==> config.mk <==
export PLATFORM = sky130hd
export DESIGN_NAME = fetch_stage
export DESIGN_NICKNAME = d
export VERILOG_FILES = /design/src/rtl/cpu_types_pkg.sv /design/src/rtl/fetch_decode_if.sv /design/src/rtl/fetch_stage.sv
export SDC_FILE = /design/constraint.sdc
export NUM_CORES = 1
export LEC_CHECK = 0
export ABC_AREA = 1
export ABC_CLOCK_PERIOD_IN_PS = 3800
export CORE_ASPECT_RATIO = 1.2
export CORE_MARGIN = 8
export CORE_UTILIZATION = 40
export DETAILED_ROUTE_END_ITERATION = 8
export GPL_TIMING_DRIVEN = 0
export PLACE_DENSITY = 0.67
export SLEW_MARGIN = 20
export SYNTH_ARGS = -nofsm -noshare
export SYNTH_HDL_FRONTEND = slang
export SYNTH_SLANG_ARGS = --single-unit
==> constraint.sdc <==
create_clock -name CLK -period 3.8 [get_ports CLK]
set_input_delay 0.95 -clock CLK [delete_from_list [all_inputs] [get_ports CLK]]
set_output_delay 0.95 -clock CLK [all_outputs]
set_load 0.02 [all_outputs]
==> src/rtl/cpu_types_pkg.sv <==
// Shared CPU types for the fetch stage: word type, fetch FSM states,
// reset PC and small PC arithmetic helpers.
package cpu_types_pkg;

    typedef logic [31:0] word_t;

    typedef enum logic [1:0] {
        RUN        = 2'd0,
        REDIR_PEND = 2'd1,
        HALTED     = 2'd2
    } fetch_state_t;

    localparam word_t RESET_PC = 32'h0000_0000;
    localparam word_t NOP_WORD = 32'h0000_0000;

    // Sequential next PC; wraps modulo 2^32 by construction.
    function automatic word_t pc_plus4(input word_t pc);
        return pc + 32'd4;
    endfunction

endpackage

==> src/rtl/fetch_decode_if.sv <==
// IF/ID pipeline latch bundle, read by the decode stage through modport ifid.
interface fetch_decode_if;
    import cpu_types_pkg::*;

    word_t instr;
    word_t pc;
    word_t npc;
    logic  valid;

    modport ifid  (input  instr, pc, npc, valid);
    modport fetch (output instr, pc, npc, valid);
endinterface

==> src/rtl/fetch_stage.sv <==
// Instruction-fetch stage: PC register, fetch FSM (run / pending redirect /
// halted) and the IF/ID latch. A redirect arriving during an i-cache miss is
// parked in pend_pc so the cache address stays put until the miss resolves.
module fetch_stage
    import cpu_types_pkg::*;
#(
    parameter word_t PC_INIT = RESET_PC
) (
    input  logic        CLK,
    input  logic        RST,
    input  logic        ihit,
    input  logic [31:0] imemload,
    input  logic        stall,
    input  logic        flush,
    input  logic        redirect,
    input  logic [31:0] redirect_pc,
    input  logic        halt,
    output logic        imemREN,
    output logic [31:0] imemaddr,
    output logic [31:0] instr_ID,
    output logic [31:0] imemaddr_ID,
    output logic [31:0] npc_ID,
    output logic        valid_ID,
    output logic [31:0] fetch_count
);

    fetch_state_t state_reg, state_next;
    word_t        pc_reg, pc_next;
    word_t        pend_pc_reg, pend_pc_next;
    word_t        instr_reg, instr_next;
    word_t        addr_id_reg, addr_id_next;
    word_t        npc_id_reg, npc_id_next;
    logic         valid_reg, valid_next;
    word_t        count_reg, count_next;

    fetch_decode_if ifid_bus ();

    // Next-state and IF/ID latch decision; priority halt > redirect > flush > stall > ihit.
    always_comb begin
        state_next   = state_reg;
        pc_next      = pc_reg;
        pend_pc_next = pend_pc_reg;
        instr_next   = instr_reg;
        addr_id_next = addr_id_reg;
        npc_id_next  = npc_id_reg;
        valid_next   = valid_reg;
        count_next   = count_reg;

        unique case (state_reg)
            RUN: begin
                if (halt) begin
                    state_next = HALTED;
                    instr_next = NOP_WORD; addr_id_next = '0; npc_id_next = '0; valid_next = 1'b0;
                end else if (redirect) begin
                    instr_next = NOP_WORD; addr_id_next = '0; npc_id_next = '0; valid_next = 1'b0;
                    if (ihit) begin
                        pc_next = redirect_pc;
                    end else begin
                        // Miss in flight: keep the cache address stable, remember the target.
                        pend_pc_next = redirect_pc;
                        state_next   = REDIR_PEND;
                    end
                end else if (flush) begin
                    instr_next = NOP_WORD; addr_id_next = '0; npc_id_next = '0; valid_next = 1'b0;
                    if (ihit && !stall) begin
                        pc_next = pc_plus4(pc_reg);
                    end
                end else if (stall) begin
                    // Hold everything; any word returned now is refetched later.
                end else if (ihit) begin
                    instr_next   = imemload;
                    addr_id_next = pc_reg;
                    npc_id_next  = pc_plus4(pc_reg);
                    valid_next   = 1'b1;
                    pc_next      = pc_plus4(pc_reg);
                    count_next   = count_reg + 32'd1;
                end else begin
                    instr_next = NOP_WORD; addr_id_next = '0; npc_id_next = '0; valid_next = 1'b0;
                end
            end

            REDIR_PEND: begin
                instr_next = NOP_WORD; addr_id_next = '0; npc_id_next = '0; valid_next = 1'b0;
                if (halt) begin
                    state_next = HALTED;
                end else begin
                    if (redirect) begin
                        pend_pc_next = redirect_pc;
                    end
                    if (ihit) begin
                        // Miss resolved: the returned word belongs to the old path and is dropped.
                        pc_next    = redirect ? redirect_pc : pend_pc_reg;
                        state_next = RUN;
                    end
                end
            end

            HALTED: begin
                instr_next = NOP_WORD; addr_id_next = '0; npc_id_next = '0; valid_next = 1'b0;
            end

            default: begin
                state_next = RUN;
            end
        endcase
    end

    // State, PC and IF/ID latch registers with synchronous reset.
    always_ff @(posedge CLK) begin
        if (RST) begin
            state_reg   <= RUN;
            pc_reg      <= PC_INIT;
            pend_pc_reg <= '0;
            instr_reg   <= NOP_WORD;
            addr_id_reg <= '0;
            npc_id_reg  <= '0;
            valid_reg   <= 1'b0;
            count_reg   <= '0;
        end else begin
            state_reg   <= state_next;
            pc_reg      <= pc_next;
            pend_pc_reg <= pend_pc_next;
            instr_reg   <= instr_next;
            addr_id_reg <= addr_id_next;
            npc_id_reg  <= npc_id_next;
            valid_reg   <= valid_next;
            count_reg   <= count_next;
        end
    end

    assign ifid_bus.instr = instr_reg;
    assign ifid_bus.pc    = addr_id_reg;
    assign ifid_bus.npc   = npc_id_reg;
    assign ifid_bus.valid = valid_reg;

    assign imemaddr    = pc_reg;
    assign imemREN     = (state_reg != HALTED);
    assign instr_ID    = ifid_bus.instr;
    assign imemaddr_ID = ifid_bus.pc;
    assign npc_ID      = ifid_bus.npc;
    assign valid_ID    = ifid_bus.valid;
    assign fetch_count = count_reg;

endmodule
; Yosys cells after proc, flatten, opt, wreduce, memory -nomap -nowiden
; Index checks and enable logic that the tools add are counted.
; Widths: inputs -> output; s select.
[totals]
output_inout_bits = 162
ff_bits = 195
inputBits = 71
elab_cells = 88
[op_classes]
n_reduce_logical = 11
mux = 46
eq_ne = 16
bitwise_logic = 5
addsub = 2
[ops]
columns = op, n
row1 = $mux 32, 29
row2 = $pmux 32 s2, 5
row3 = $add 32x1->32 const B, 1
row4 = $add 32x3->32 const B, 1
row5 = $ne 2x2->1 const B, 6
row6 = $ne 3x3->1 const B, 4
row7 = $ne 4x4->1 const B, 3
row8 = $mux 2, 5
row9 = $reduce_and 8->1, 1
row10 = $pmux 2 s3, 1
row11 = $reduce_and 6->1, 1
row12 = $mux 1, 5
row13 = $ne 5x5->1 const B, 1
row14 = $not 1->1, 5
row15 = $reduce_and 5->1, 1
row16 = $reduce_and 4->1, 1
row17 = $reduce_bool 2->1, 2
row18 = $eq 2x1->1 const B, 1
row19 = $eq 2x2->1 const B, 1
row20 = $logic_not 2->1, 1
row21 = $pmux 1 s2, 1
row22 = $reduce_and 2->1, 1
row23 = $reduce_or 2->1, 1
row24 = $logic_and 1x1->1, 1
row25 = $logic_not 1->1, 1

; Depth between registers and ports, before layout
[depth]
depth_word = 7
mapped_depth = 12
mapped_depth_nobuf = 11

; Least setup slack after synthesis
; Ideal clock, no wire load.
[synth_timing]
path_kind = input-to-reg
start = in redirect
end = reg addr_id_reg[5] (netlist: imemaddr_ID[5])
setup_time_ps = 128
required_time_ps = 3672
arrival_time_ps = 1932
path_slack_ps = 1741
n_path_buf = 3
path_stages = 9
cell_sequence = buf_4 > nor2_8 > nand4_2 > o21ai_4 > nor2_4 > buf_6 > buf_6 > a22oi_1 > nor2_1
[synth_via]
elab_chain_len = 3
word_cells_on_any_way = 5
cone_classes = eq/ne: 1 / mux: 3 / reduce/logical: 1
[synth_lines]
columns = item, line_no
row1 = "start, declared", fetch_stage.sv:15  ; input logic redirect,
row2 = $mux 32, fetch_stage.sv:54  ; end else if (redirect) begin
row3 = $mux 32, fetch_stage.sv:51  ; if (halt) begin
row4 = $pmux 32 s2, fetch_stage.sv:49  ; unique case (state_reg)
row5 = "end signal, assigned", fetch_stage.sv:124  ; addr_id_reg <= addr_id_next;
row6 = "end, declared", fetch_stage.sv:31  ; word_t addr_id_reg, addr_id_next;
; Parallel ways exist; a longest one is shown, timed or not.
; A chain may end at the register's enable or synchronous reset.

; Worst setup path after layout
[layout_timing]
start = reg pc_reg[2] (netlist: imemaddr[2])
end = out imemaddr[2]
[layout_rtl]
columns = item, line_no
row1 = "start, declared", fetch_stage.sv:28  ; word_t pc_reg, pc_next;
row2 = "start signal, assigned", fetch_stage.sv:121  ; pc_reg <= pc_next;
row3 = "end, declared", fetch_stage.sv:19  ; output logic [31:0] imemaddr,
; No word-level cell between the ends.

==> results.md <==
- Initial Utilization: 0.404
- XOR/XNOR share of the synthesized area: 0.0180
- Fin crit period: 2.71 ns
- Crit Path Class: reg2out
- Ys async rst share: 0
- Maximum vdd drop: 0.000329 V
- Critical Path Fanout Max: 7
- DRC: 0
- GRT overflow: 0
- Worst setup margin: about 1.1 ns
- Area Growth Syn to Fin: 35.6%
- PwrDens: between 400 and 500 nW/um^2
- DIE HEIGHT: ~180 um
- Internal power: approximately 3.6 mW
- Die ar.: 28300 um^2
- Vias in the first global route: 9005
- Postcts setup bufs: 0
- Core area: roughly 23000 um^2
- Worst hold path type: reg2reg
- Unrepaired setup endpoints after global routing: false
- Sequential fraction of the synthesis area: 0.417
- Count of pins over their slew limit: 0
- Final Skew: 0.00881 ns
- Hpwl dp: around 24000 um
- # fillers: 2243
- Mean Syn Cell Area: 7.14 um^2
- First-pass GRT wire length: around 49000 um
- H-tree depth: 4
- Crit end category: output pin
- Die Wd: 155 um
- Synth Cell Area: 9270 um^2
- EDFF count, synth: 0
- Via density: 5.05
- Switching share of power: 0.344
- Top-area cell type share of the netlist area: 0.417
- CP startpoint kind: flop
- Mux cell area share after synthesis: 0
- Final setup viols: 0
- Layout cells sized above 1: 0.0833
- CP bufs+invs: 1
- Clock share of power: 0.340
- Status: finished, final reports clean
- Initial antenna violation count: 0
- Post-CTS sizing: 0
- Simple-gate area share of the yosys netlist: 0.285
- Cells after Synth: about 1300
- Peak per-stage delay on the critical path: around 0.70 ns
- Fin nets: 1624
- Setup Slack @ Placement: slightly below 0.9 ns
- Most frequent cells in the layout: nand2_1, nor2_1, clkdlybuf4s50_1
- Total track usage: 0.217
- Clk sink count: approximately 190
- Io pins: 233
- Top cells by area, synth: dfxtp_1, nand2_1, nor2_1
- Root Buffer: clkbuf_16
- Global placement routability congestion: ~0.9
- Combinational Power Share: 0.230
- Crit path arrival time: approximately 1.8 ns
- Number of diodes: 0
- IO Port Bufs: 231
- Post-synth top area cell: dfxtp_1
- TritonRoute pass-1 iters: 5
- Placed insts: ~1800
- Hold_buf cts: 0
- CTS tree: yes
- Rel. slew slack: 0.521
- Compound-Gate Fraction of Synth Area: 0.190
- Fraction of the mapped netlist area in adder cells: 0.00675
- Synth Register Bits: 193
- Clock Latency Late Sink: around 0.45 ns
- Critical Path, Cell by Cell: clkdlybuf4s50_1
- Slew @ Worst Pin: just over 0.7 ns
- Final wirelength: 31400 um
- P_leak: ~4.4 nW
- Psw: between 1.5 and 2 mW
- Max_cap viols: 0
- # rows: 61
- Final-report hold violation count: 0
- Most common cell after layout, fill and taps aside: nand2_1
- Main synth FF type: dfxtp_1
- Reg power frac: 0.430
- CTS buffer count: 17
- Final worst path period share: 0.713
- Largest net degree at the start of global routing: 20
- Slowest-stage cell, CP: clkdlybuf4s50_1
- Sum Neg Setup Slack: 0 ns
- Largest family of logic cells by synthesized area: simple AND/OR/NAND/NOR gates
- Drt wl/cell: between 15 and 20 um
- Finished Layout Cells: about 1900
- Largest delay share family, worst path: buffers and inverters
- Synth warn: 0
- Syn Nets: between 1000 and 1500
- Fmax: 369 MHz
- Clock tree buffer depth: 2
- Antenna Violating Nets Remaining: 0
- Synth cell types: 38
- Clk slew on worst S/H paths: 0.07 ns
- DRT iter0 DRCs: roughly 630
- Via count: around 9500
- Worst path required time: about 2.9 ns
## kinds of logic after synthesis
group                      Yosys count
buffers and inverters              171
AOI/OAI and AO/OA                  259
DFF                                193
and+or+nand+nor                    651
xor gates and xnor gates            19
adders and majority gates            5
## power groups by stage
| stage | registers (mW) | logic (mW) | clock network [mW] |
|---|---|---|---|
| 6_report | 2.35 | 1.26 | 1.86 |
| 5_1_grt | 2.37 | 1.37 | 1.98 |
| 4_1_cts | 2.35 | 1.26 | 1.90 |
| 3_5_place_dp | 2.39 | 1.26 | 0 |
| 3_3_place_gp | 2.39 | 1.25 | 0 |
| 2_1_floorplan | 2.42 | 0.673 | 0 |
## cell usage after synthesis (2+ instances only)
master	count
a22oi_2	40
a22oi_1	25
nor2_2	5
buf_6	10
nand2b_1	4
xor2_1	16
nand3_1	41
nand2_1	333
nor2_4	5
nor2_1	238
buf_4	9
clkbuf_1	31
a21oi_2	2
dfxtp_1	193
inv_2	4
nor3_1	11
xnor2_1	3
a21oi_1	82
ha_1	5
inv_1	99
a31oi_1	2
nand4_1	6
buf_2	17
a211oi_1	30
o21ai_0	72
o21ai_1	3
## cell type report
| cell class | count | area, um^2 | area share |
|---|---|---|---|
| Clock buffer | 18 | 439 | 0.0349 |
| Multi-Input combinational cell | 934 | 4630 | 0.369 |
| Timing Repair Buffer | 231 | 2310 | 0.184 |
| Buffer | 68 | 385 | 0.0306 |
| Tap cell | 315 | 394 | 0.0313 |
| Clock inverter | 14 | 158 | 0.0125 |
| Inverter | 103 | 387 | 0.0307 |
| Sequential cell | 193 | 3860 | 0.307 |
## layer usage
| metal | routed length, um | part of all wire | GRT usage |
|---|---|---|---|
| met1 | 12900 | 0.41 | 0.257 |
| met2 | 15200 | 0.48 | 0.373 |
| met3 | 2120 | 0.068 | 0.0438 |
| met4 | 1120 | 0.036 | 0.0985 |
| met5 | 0 | 0 | 0 |
## through the flow
stage                     hold WS (ns)  utilization  power, mW  cell area, um^2
after global routing             0.477        0.547       5.72            12600
after CTS                        0.462        0.547       5.51            12600
after global placement           0.446        0.521       3.64            12000
final                            0.460        0.547       5.47            12600
after detailed placement         0.447        0.521       3.65            12000
after floorplan                  0.434            -       3.09             9270
## path summary, 6_finish.rpt
| path | to | slack, ns | start | cells after the start |
|---|---|---|---|---|
| worst max-delay path | imemaddr[2] | 1.09 | imemaddr[2] | 1 |
| worst min-delay path | pend_pc_reg[31] | 0.46 | pend_pc_reg[31] | 2 |
| worst max register to register | imemaddr[16] | 1.61 | imemaddr[2] | 7 |
| worst min register to register | pend_pc_reg[31] | 0.46 | pend_pc_reg[31] | 2 |
Power figures use the tool's default switching activity.
